--- config.mk ---
export PLATFORM = sky130hd
export DESIGN_NAME = hdlc_framer_tx_flat
export DESIGN_NICKNAME = d
export VERILOG_FILES = /design/src/rtl/hdlc_pkg.sv /design/src/rtl/hdlc_framer_tx_if.sv /design/src/rtl/hdlc_stuffer.sv /design/src/rtl/hdlc_framer_tx.sv /design/src/flat_wrapper.sv
export SDC_FILE = /design/constraint.sdc
export NUM_CORES = 1
export LEC_CHECK = 0
export BUFFER_PORTS_ARGS = -buffer_cell sky130_fd_sc_hd__buf_2
export CAP_MARGIN = 0
export CORE_MARGIN = 4
export CORE_UTILIZATION = 35
export CTS_CLUSTER_DIAMETER = 40
export CTS_CLUSTER_SIZE = 14
export DETAILED_ROUTE_END_ITERATION = 8
export GPL_TIMING_DRIVEN = 1
export MAX_ROUTING_LAYER = met4
export PLACE_DENSITY = 0.6
export SLEW_MARGIN = 30
export SYNTH_ARGS = -nofsm -noshare
export SYNTH_HDL_FRONTEND = slang
export SYNTH_SLANG_ARGS = --single-unit
export TNS_END_PERCENT = 50
--- constraint.sdc ---
create_clock -name clk -period 4.2 [get_ports clk]
set_input_delay 0.42 -clock clk [delete_from_list [all_inputs] [get_ports clk]]
set_output_delay 0.42 -clock clk [all_outputs]
set_load 0.005 [all_outputs]
--- src/rtl/hdlc_pkg.sv ---
// Shared HDLC definitions used by both the framer transmitter and the
// matching receiver.
//   FLAG         : frame delimiter, sent LSB first (0,1,1,1,1,1,1,0)
//   ONES_MAX_DEF : default run of payload 1s after which a 0 is stuffed
//   IDLE_LEVEL   : line level when nothing is being sent
//   state_t      : framer state encoding
package hdlc_pkg;

    localparam logic [7:0] FLAG         = 8'b0111_1110;
    localparam int         ONES_MAX_DEF = 5;
    localparam logic       IDLE_LEVEL   = 1'b1;

    typedef enum logic [2:0] {
        IDLE,
        OPEN_FLAG,
        DATA,
        STUFF,
        CLOSE_FLAG,
        ABORT
    } state_t;

endpackage

--- src/rtl/hdlc_framer_tx_if.sv ---
// Byte-input handshake for the HDLC framer.
//   in_valid : byte available (source -> framer)
//   in_data  : payload byte (source -> framer)
//   in_last  : final byte of the frame, qualified by in_valid
//   in_ready : framer holding register empty (framer -> source)
// Transfer happens on a rising edge with in_valid && in_ready.
interface hdlc_framer_tx_if #(
    parameter int DATA_W = 8
);
    logic              in_valid;
    logic [DATA_W-1:0] in_data;
    logic              in_last;
    logic              in_ready;

    modport master (output in_valid, output in_data, output in_last, input  in_ready);
    modport slave  (input  in_valid, input  in_data, input  in_last, output in_ready);
endinterface

--- src/rtl/hdlc_stuffer.sv ---
// Zero-bit stuffing tracker for the payload bit stream.
//   clk, reset : clock, synchronous active-high reset
//   bit_in     : payload bit currently being sent
//   en         : bit_in is a payload bit this cycle
//   clr        : restart the run count (stuff bit sent / frame start)
//   stuff_req  : this payload bit completes a run of ONES_MAX 1s
//   ones_cnt   : current run of consecutive payload 1s
module hdlc_stuffer
    import hdlc_pkg::*;
#(
    parameter int ONES_MAX = ONES_MAX_DEF,
    parameter int OW       = $clog2(ONES_MAX + 1)
) (
    input  logic          clk,
    input  logic          reset,
    input  logic          bit_in,
    input  logic          en,
    input  logic          clr,
    output logic          stuff_req,
    output logic [OW-1:0] ones_cnt
);

    assign stuff_req = en && bit_in && (ones_cnt == OW'(ONES_MAX - 1));

    always_ff @(posedge clk) begin
        if (reset || clr) begin
            ones_cnt <= '0;
        end else if (en) begin
            ones_cnt <= bit_in ? ones_cnt + OW'(1) : '0;
        end
    end

endmodule

--- src/rtl/hdlc_framer_tx.sv ---
// HDLC frame transmitter: opening flag, LSB-first zero-stuffed payload,
// closing flag; abort pattern on mid-frame underrun. One line bit per clock.
//   clk, reset : clock, synchronous active-high reset
//   bus        : byte handshake (slave side), in_ready = holding register empty
//   out        : registered serial line bit, idles at 1
//   out_en     : high while a flag, data, stuff or abort bit is on out
//   underrun   : one-cycle pulse aligned with the first abort bit
module hdlc_framer_tx
    import hdlc_pkg::*;
#(
    parameter int DATA_W    = 8,
    parameter int ONES_MAX  = ONES_MAX_DEF,
    parameter int ABORT_LEN = 7
) (
    input  logic              clk,
    input  logic              reset,
    hdlc_framer_tx_if.slave   bus,
    output logic              out,
    output logic              out_en,
    output logic              underrun
);

    localparam int CNT_W  = 8;
    localparam int ONES_W = $clog2(ONES_MAX + 1);

    state_t              state, state_n;
    logic [CNT_W-1:0]    cnt, cnt_n;
    logic                hold_full, hold_last, last_cur;
    logic [DATA_W-1:0]   hold_data, shifter;
    logic                load, boundary, pay_en, ones_clr;
    logic                line_bit, line_en, stuff_req;
    logic [ONES_W-1:0]   ones_cnt;

    assign bus.in_ready = !hold_full;

    hdlc_stuffer #(.ONES_MAX(ONES_MAX), .OW(ONES_W)) u_stuffer (
        .clk       (clk),
        .reset     (reset),
        .bit_in    (shifter[0]),
        .en        (pay_en),
        .clr       (ones_clr),
        .stuff_req (stuff_req),
        .ones_cnt  (ones_cnt)
    );

    always_ff @(posedge clk) begin
        if (reset) begin
            state     <= IDLE;
            cnt       <= '0;
            hold_full <= 1'b0;
            hold_data <= '0;
            hold_last <= 1'b0;
            shifter   <= '0;
            last_cur  <= 1'b0;
            out       <= IDLE_LEVEL;
            out_en    <= 1'b0;
            underrun  <= 1'b0;
        end else begin
            state    <= state_n;
            cnt      <= cnt_n;
            out      <= line_bit;
            out_en   <= line_en;
            underrun <= (state == ABORT) && (cnt == '0);
            // in_ready is low whenever hold is full, so a load and an accept
            // can never coincide.
            if (load) begin
                hold_full <= 1'b0;
            end else if (bus.in_valid && !hold_full) begin
                hold_full <= 1'b1;
                hold_data <= bus.in_data;
                hold_last <= bus.in_last;
            end
            if (load) begin
                shifter  <= hold_data;
                last_cur <= hold_last;
            end else if (state == DATA) begin
                shifter  <= shifter >> 1;
            end
        end
    end

    always_comb begin
        state_n  = state;
        cnt_n    = cnt;
        line_bit = IDLE_LEVEL;
        line_en  = 1'b0;
        load     = 1'b0;
        boundary = 1'b0;
        pay_en   = 1'b0;
        ones_clr = 1'b0;
        case (state)
            IDLE: begin
                if (hold_full) begin
                    state_n = OPEN_FLAG;
                    cnt_n   = '0;
                end
            end
            OPEN_FLAG: begin
                line_bit = FLAG[cnt[2:0]];
                line_en  = 1'b1;
                if (cnt == CNT_W'(7)) begin
                    load     = 1'b1;
                    ones_clr = 1'b1;
                    state_n  = DATA;
                    cnt_n    = '0;
                end else begin
                    cnt_n = cnt + 1'b1;
                end
            end
            DATA: begin
                line_bit = shifter[0];
                line_en  = 1'b1;
                pay_en   = 1'b1;
                // cnt is held through STUFF so the boundary test happens there
                if (stuff_req) begin
                    state_n = STUFF;
                end else if (cnt == CNT_W'(DATA_W - 1)) begin
                    boundary = 1'b1;
                end else begin
                    cnt_n = cnt + 1'b1;
                end
            end
            STUFF: begin
                line_bit = 1'b0;
                line_en  = 1'b1;
                ones_clr = 1'b1;
                if (cnt == CNT_W'(DATA_W - 1)) begin
                    boundary = 1'b1;
                end else begin
                    state_n = DATA;
                    cnt_n   = cnt + 1'b1;
                end
            end
            CLOSE_FLAG: begin
                line_bit = FLAG[cnt[2:0]];
                line_en  = 1'b1;
                if (cnt == CNT_W'(7)) begin
                    state_n = hold_full ? OPEN_FLAG : IDLE;
                    cnt_n   = '0;
                end else begin
                    cnt_n = cnt + 1'b1;
                end
            end
            ABORT: begin
                line_bit = 1'b1;
                line_en  = 1'b1;
                if (cnt == CNT_W'(ABORT_LEN - 1)) begin
                    state_n = IDLE;
                    cnt_n   = '0;
                end else begin
                    cnt_n = cnt + 1'b1;
                end
            end
            default: state_n = IDLE;
        endcase

        // Byte boundary; the ones run deliberately carries into the next byte.
        if (boundary) begin
            cnt_n = '0;
            if (last_cur) begin
                state_n = CLOSE_FLAG;
            end else if (hold_full) begin
                load    = 1'b1;
                state_n = DATA;
            end else begin
                state_n = ABORT;
            end
        end
    end

    always_ff @(posedge clk) begin
        if (!reset) begin
            assert (ones_cnt <= ONES_W'(ONES_MAX));
        end
    end

endmodule

--- src/flat_wrapper.sv ---
// flat-port wrapper written by rule: the top's interface ports become plain ports
module hdlc_framer_tx_flat import hdlc_pkg::*;
#(
    parameter int DATA_W    = 8,
    parameter int ONES_MAX  = ONES_MAX_DEF,
    parameter int ABORT_LEN = 7
)
  (clk, reset, out, out_en, underrun, bus_in_valid, bus_in_data, bus_in_last, bus_in_ready);
  hdlc_framer_tx_if #(.DATA_W(DATA_W)) bus_i ();
  input  logic clk;
  input  logic reset;
  output logic out;
  output logic out_en;
  output logic underrun;
  input wire logic [$bits(bus_i.in_valid)-1:0] bus_in_valid;
  input wire logic [$bits(bus_i.in_data)-1:0] bus_in_data;
  input wire logic [$bits(bus_i.in_last)-1:0] bus_in_last;
  output wire logic [$bits(bus_i.in_ready)-1:0] bus_in_ready;
  assign bus_i.in_valid = bus_in_valid;
  assign bus_i.in_data = bus_in_data;
  assign bus_i.in_last = bus_in_last;
  assign bus_in_ready = bus_i.in_ready;
  hdlc_framer_tx #(.DATA_W(DATA_W), .ONES_MAX(ONES_MAX), .ABORT_LEN(ABORT_LEN)) u_core (.clk(clk), .reset(reset), .bus(bus_i), .out(out), .out_en(out_en), .underrun(underrun));
endmodule
Yosys cells after proc, flatten, opt, wreduce, memory -nomap -nowiden. Memories as Yosys holds them, arrays and structs flattened. A register that Yosys moved wholly into a read port is not among the register bits. Cells that the tools add are included.

Bits in registers: 36. Memories kept: 1. Memory bits (read-only): 8. Memory bits (writable): 0. Latch bits: 0. Word-level logic and storage cells: 83. Input port bits: 12.

Memory list: (no name shown) (words 8, width 1, read ports 1, clocked after memory_dff 1, wr ports 0, RTL line hdlc_framer_tx.sv:99) `line_bit = FLAG[cnt[2:0]];`.

Reduce and logical (&&, ||, !) cells: 17. Shift operators: 0. Div/mod/pow operators: 0. $lt $le $gt $ge: 1. Bitwise operators: 1. Mux-type cells: 34. $add $sub $neg: 2. Equal/unequal tests: 16. Multipliers: 0.

Operator list (count): $mux 8 (7); $pmux 8 s5 (1); $mux 3 (12); $pmux 3 s6 (1); $eq 8x3->1 const B (2); $ne 3x1->1 const B (4); $mux 1 (10); $eq 3x3->1 const B (3); $add 8x1->8 const B (1); $logic_not 8->1 (1); $eq 3x2->1 const B (2); $ne 3x2->1 const B (2); $reduce_and 6->1 (1); $reduce_or 2->1 (3); $reduce_bool 5->1 (1); $reduce_or 5->1 (1); $logic_and 1x1->1 (4); $lt 3x4->1 const B (1); $pmux 1 s2 (2); $add 3x1->3 const B (1); $eq 3x1->1 const B (1); $logic_not 3->1 (1); $pmux 1 s3 (1); $reduce_and 3->1 (1); other kinds (7) (7).

Depth between registers and ports, before layout. Gate-level depths: netlist (run 1).

Word-level depth: 9. Mapped depth: 9.

By module. A second synthesis (run 1) with hierarchy kept.

Cell total of the unflattened synthesis: 232. Area, all modules: 1983.2 µm².

By module, submodules not included: hdlc_framer_tx (cells an instance 213, instances 1, area an instance 1808.0 µm²); hdlc_stuffer (cells an instance 19, instances 1, area an instance 175.2 µm²).

Worst setup path after synthesis (run 1). OpenSTA, ideal clock, no wires.

Path type: reg2reg. Start point: register u_core.cnt[3]. End point: register with a tool-made name. Stages on the path, launching flop included: 10. Setup slack: 2130 ps. Required time: 4078 ps. Path buffers: 1. Period minus slack after synthesis: 2070 ps. Data arrival time: 1948 ps. Cell sequence: dfxtp_1 buf_6 nor3_1 nand3_1 ha_1 nand2b_1 a21oi_1 o31ai_1 o211ai_1 o2bb2ai_2.

RTL lines: from (decl) (RTL line hdlc_framer_tx.sv:27) `logic [CNT_W-1:0] cnt, cnt_n;`; from (signal assigned) (RTL line hdlc_framer_tx.sv:60) `cnt <= cnt_n;`.

Final worst setup path (run 1).
Start point: register u_core.state[0]. End point: register u_core.shifter[4].

Longest elaborated chain between the ends: 8.

RTL lines: from (decl) (RTL line hdlc_framer_tx.sv:26) `state_t state, state_n;`; from (signal assigned) (RTL line hdlc_framer_tx.sv:59) `state <= state_n;`; $eq 3x2->1 (RTL line hdlc_framer_tx.sv:76, hdlc_framer_tx.sv:91); $mux 1 (RTL line hdlc_framer_tx.sv:91) `case (state)`; $logic_and 1x1->1 (2 in a row) (RTL line hdlc_stuffer.sv:23) `assign stuff_req = en && bit_in && (ones_cnt == OW'(ONES_MAX - 1));`; $mux 1 (RTL line hdlc_framer_tx.sv:115) `if (stuff_req) begin`; $pmux 1 s2 (RTL line hdlc_framer_tx.sv:91); $mux 1 (RTL line hdlc_framer_tx.sv:158) `if (boundary) begin`; $mux 8 / $reduce_bool 2->1 (equally long branches); to (signal assigned) (RTL line hdlc_framer_tx.sv:74) `shifter <= hold_data;`; to (signal assigned) (RTL line hdlc_framer_tx.sv:77) `shifter <= shifter >> 1;`; to (decl) (RTL line hdlc_framer_tx.sv:29) `logic [DATA_W-1:0] hold_data, shifter;`.

Parallel ways exist; a longest one is shown, timed or not. A chain may end at the register's enable or synchronous reset.

==> flow_summary.ini, run 1 <==
[status]
status = complete, no violations

[synth]
syn_area_per_cell_sq_um = 8.37
ys_ff_latch = 37
synth_top_area_frac = 0.356
ys_types = 54
yosys-top-cells-area = dfxtp_1 (36%), nor2_1 (5.6%), mux2i_1 (5.3%)
yosysTopAreaCell = dfxtp_1
ys_seq_area_frac = 0.356
yosys_warnings = 0
syn-num-nets = 267
synth_area_sq_um = 2080
synth_edf_count = 0
async_reset_ff_frac = 0
synth_cells = 249
synth_ff_type = dfxtp_1

[critical_path]
crit_chain = nor2_1, a211oi_1, o21ai_2, nor2_1, a311oi_1
crit_top_cell = nor2_1
slowest_stage = nor2_1
cp.arrival_ps = 2810
crit_required_ps = 4400
worstSetupPathType = flop to flop
critPathMaxStageDelay_ps = 810
endpoint_kind = flop
crit_path_start_kind = flop
path_buf_inv = 0
critPathTopFamily = compound AO/OA/AOI/OAI gates
cp_max_fo = 20

[clock_tree]
clock_latency_ps = 290
hold_buffers = 0
clock-root-buffer = clkbuf_8
cts.clk_slew.worst_paths_ps = 80
cts_tree = done
cts_buffers = 5
cts_sinks = 37
post_cts_resized = 0
cts_setup_buffers = 0
htree_levels = 2
clock_path_buffers = 2

[timing]
fin_setup_tns_ps = 0
relSlewSlack = 0.370
setup_viol = 0
slew_violations = 0
max_freq_mhz = 383
layout_setup_ws_ps = 1590
hold_viol = 0
tightest_slew_ps = 942
hold_ws_ps = 359
clock_skew_ps = 9.80
min_period_ps = 2610
fin_crit_sh = 0.622
rsz0062_at_grt = false

[placement]
gp_congestion = 0.861
port_buffers = 15
post-place-ws_ps = 1650
hpwl_microns = 3250
place_area_sq_um = 2180

[finish]
n_antenna_cell = 0
most-common-layout-cells = dfxtp_1 (37), nor2_1 (31), nand2_1 (15), buf_2 (15)
layout-drive-gt1-share = 0.148
area_growth_pct = 8.95
final_common_cell = dfxtp_1
layout.nets = 274
finish.instance_area_sq_um = 2270

[route]
ant_nets = 0
met1_length_microns = 2270
wl_met2_microns = 2160
wire_per_inst_microns = 14.0
drt-initial-drc-count = 123
drc = 0
top_layer_used = met3
route.met3.wl_microns = 172
routed_wl_microns = 4590
first_pass_iters = 4
vias = 1765
avgViaCountPerCell = 5.36

[floorplan]
start_util = 0.369
rows = 27
die_x_microns = 85.2
die-area_sq_um = 7250
pin_count = 16
die_height_microns = 85.2
core_area_sq_um = 5640

[global_route]
gr-total-overflow = 0
track_usage = 0.133
antenna_found_initial = 0
grt_max_degree = 24
grt_pass1_wl_microns = 7820
grt_pass1_vias = 1646

[worst_hold_path]
min_path_type = input pin to flop

[power]
cellLeakagePower_nw = 0.868
power.density_nw_per_um2 = 443
peakVddDrop_v = 0.000213

[run]
drv_cap = 0
[layout make-up]
cell class	count	area, sq um
Clock buffer	5	68.8
Inverter	10	37.5
Multi-Input combinational cell	185	1220
Timing Repair Buffer	17	90.1
Fill cell	561	3370
Tap cell	72	90.1
Clock inverter	3	22.5
Sequential cell	37	741
[where the power goes]
part | internal [mW] | switching, mW | total [mW]
clock network | 0.118 | 0.137 | 0.255
logic | 0.122 | 0.194 | 0.316
registers | 0.379 | 0.0553 | 0.434
[registers in the layout, indices dropped and copies added, names as in the netlist, named ones only]
| name | count |
|---|---|
| u_core.shifter | 8 |
| u_core.last_cur | 1 |
| u_core.out_en | 1 |
| u_core.cnt | 8 |
| u_core.hold_full | 1 |
| u_core.u_stuffer.ones_cnt | 3 |
| u_core.underrun | 1 |
| u_core.hold_data | 8 |
| u_core.out | 1 |
| u_core.hold_last | 1 |
| u_core.state | 3 |
[synthesized netlist by cell type, drive strengths merged (2+ instances only)]
cell type   n
or4         2
inv        10
and2        3
mux2i      11
and3        3
dfxtp      37
nand2      15
ha          6
xor2        5
buf         6
o22ai       2
nor3        7
nand3b      4
nand2b      7
o211ai      2
o31ai       2
or2         3
nand3      12
a21oi      13
o21ai      13
nand4       6
nor2       31
a311oi      8
a211oi      5
clkbuf     11
nor4        2
or3         2
o211a       3
[stage by stage]
| stage | instances | total power, mW | utilization |
|---|---|---|---|
| 2_1_floorplan | 249 | 0.678 | - |
| 3_3_place_gp | 321 | 0.753 | 0.385 |
| 3_5_place_dp | 321 | 0.756 | 0.386 |
| 4_1_cts | 329 | 1.01 | 0.402 |
| 5_1_grt | 329 | 1.07 | 0.402 |
| 6_report | 329 | 1.01 | 0.402 |
[metal layers]
layer / global-route usage / up-vias
li1: - / 918
met1: 0.179 / 817
met2: 0.206 / 30
met3: 0.0291 / 0
met4: 0.0230 / 0
met5: - / -
[worst paths after layout]
check / depth (start not counted) / start / endpoint / slack (ps)
worst max register to register: 5 / u_core.state[0] / u_core.shifter[4] / 1590
worst min register to register: 2 / u_core.u_stuffer.ones_cnt[1] / u_core.u_stuffer.ones_cnt[1] / 480
worst max-delay path: 5 / u_core.state[0] / u_core.shifter[4] / 1590
worst min-delay path: 3 / bus_in_data[7] / u_core.hold_data[7] / 360
[tightest hold or removal path, cell delays in order]
cell	delay, ps
buf_2	70
mux2i_1	50
nor2_1	70
[cell families (layout without fill, tap and decap cells)]
kind of cell               after synthesis  count (layout)  synth area share
and+or+nand+nor                        104             104             0.268
AOI/OAI and AO/OA                       59              59             0.205
DFF                                     37              37             0.356
buffers and inverters                   27              35            0.0607
muxes                                   11              11            0.0529
adders and majority gates                6               6            0.0360
xor gates and xnor gates                 5               5            0.0210
No activity file was read; power rests on OpenSTA's default activity.
==> run 2, diff against run 1 <==
PLACE_DENSITY = 0.62   (was 0.6)
clock period = 2.3 ns   (was 4.2 ns; I/O delays follow)
==> flow_summary.ini, run 2 (same netlist as run 1, synthesis figures left out) <==
[finish]
fillers = 585
n_antenna_cell = 0
register_area_sq_um = 741
layout-drive-gt1-share = 0.186
most-common-layout-cells = dfxtp_1 (37), nor2_1 (31), nand2_1 (15), buf_2 (15), buf_4 (14)
area_growth_pct = 13.3
final_common_cell = dfxtp_1
multi_input_area_sq_um = 1220
reg_top3 = u_core.cnt: 8 flops, u_core.hold_data: 8 flops, u_core.shifter: 8 flops
layout.nets = 286
final_util = 0.418

[timing]
hold_ws_ps = 173
min_period_ps = 2170
tightest_slew_ps = 457
hold_viol = 0
relSlewSlack = 0.695
max_freq_mhz = 461
slew_violations = 0
clock_skew_ps = 13.1
setup_viol = 0
layout_setup_ws_ps = 133
fin_crit_sh = 0.942

[clock_tree]
htree_levels = 2
clock_latency_ps = 290
clock-root-buffer = clkbuf_8
clock_path_buffers = 2
cts_buffers = 5
cts.clk_slew.worst_paths_ps = 90
cts_setup_buffers = 0
cts_sinks = 37
cts_tree = done

[global_route]
grt_pass1_vias = 1730
antenna_found_initial = 0
grt_pass1_wl_microns = 7910
grt_max_degree = 23
gr-total-overflow = 0
track_usage = 0.134

[critical_path]
crit_chain = ha_1, and2_1, nand3_1, ha_1, nand2b_1, a21oi_1, o31ai_2, a211oi_1, o2bb2ai_2
reg2reg_slack_ps = 130
worstSetupPathType = flop to flop
crit_path_start_kind = flop
rr_startpoint = u_core.cnt[1]
crit_top_cell = ha_1
crit_required_ps = 2480
reg2regPathDepth = 9
slowest_stage = dfxtp_1
critPathMaxStageDelay_ps = 390
cp.arrival_ps = 2350
cp_max_fo = 5
endpoint_kind = flop
startpoint = u_core.cnt[1]

[placement]
port_buffers = 15
post-place-ws_ps = 147
hpwl_microns = 3370
gp_congestion = 0.915

[power]
peakVddDrop_v = 0.000378
cellLeakagePower_nw = 0.920
power.density_nw_per_um2 = 808
p_clk_frac = 0.240
p_comb_frac = 0.361
swShare = 0.379
p_seq_frac = 0.399
cell_internal_pwr_mw = 1.18
power.switching_mw = 0.723

[route]
drc = 0
routed_wl_microns = 4670
vias = 1806
drt-initial-drc-count = 82
wire_per_inst_microns = 13.7
avgViaCountPerCell = 5.30
first_pass_iters = 4
ant_nets = 0

[floorplan]
die-area_sq_um = 7250
start_util = 0.369
pin_count = 16
core_area_sq_um = 5640
rows = 27
die_x_microns = 85.2
die_height_microns = 85.2

[run]
drv_cap = 0

[worst_hold_path]
min_path_type = input pin to flop

[status]
status = complete, no violations
run 2: cell count changes in the layout (fill, tap and decap cells not counted), sizes merged:
cell,delta
inv,+1
clkinv,-2
clkinvlp,+1
buf,+12
run 2: worst max-delay path, delay by kind of cell, from the launching register on:
kind            cells  cell delay (ps)
fa+ha+maj           2              470
simple gates        3              520
flops               1              390
compound gates      4              690
run 2: metal layers:
| layer | routed length, microns | track usage |
|---|---|---|
| met5 | 0 | - |
| met4 | 0 | 0.0173 |
| met3 | 141 | 0.0291 |
| met2 | 2200 | 0.216 |
| met1 | 2330 | 0.176 |
run 2: timing repair:
| action | CTS | global route |
|---|---|---|
| setup endpoints to repair | 0 | 1 |
| gates resized for setup | 0 | 1 |
| hold buffers | 0 | 0 |
run 2: area by class of cell:
type                            count  share of cell area
Multi-Input combinational cell    185               0.517
Sequential cell                    37               0.314
Timing Repair Buffer               29              0.0764
Tap cell                           72              0.0382
Clock buffer                        5              0.0292
Inverter                           10              0.0159
Clock inverter                      3             0.00901
run 2: power groups by stage:
stage	Combinational (mW)	Clock, mW	Sequential [mW]
floorplan	0.505	0	0.732
global placement	0.671	0	0.773
detailed placement	0.672	0	0.774
CTS	0.676	0.479	0.759
global route	0.764	0.511	0.770
finish	0.688	0.459	0.760
run 2: how the worst min path moves through the flow:
| stage | start | to | depth (start not counted) | slack (ps) |
|---|---|---|---|---|
| after global placement | u_core.shifter[7] | u_core.shifter[7] | 2 | 450 |
| after floorplan | bus_in_valid | u_core.hold_full | 1 | 370 |
| final | bus_in_data[7] | u_core.hold_data[7] | 3 | 170 |
| after CTS | bus_in_data[4] | u_core.hold_data[4] | 3 | 170 |
| after detailed placement | u_core.shifter[7] | u_core.shifter[7] | 2 | 470 |
| after global routing | bus_in_valid | u_core.hold_full | 2 | 180 |
run 2: metrics by stage:
stage	TNS, ps	instance area [sq um]	std cells	total power [mW]
2_1_floorplan	0	2080	249	1.24
3_3_place_gp	0	2260	333	1.44
3_5_place_dp	0	2260	333	1.45
4_1_cts	0	2350	341	1.91
5_1_grt	-33.2	2360	341	2.04
6_report	0	2360	341	1.91
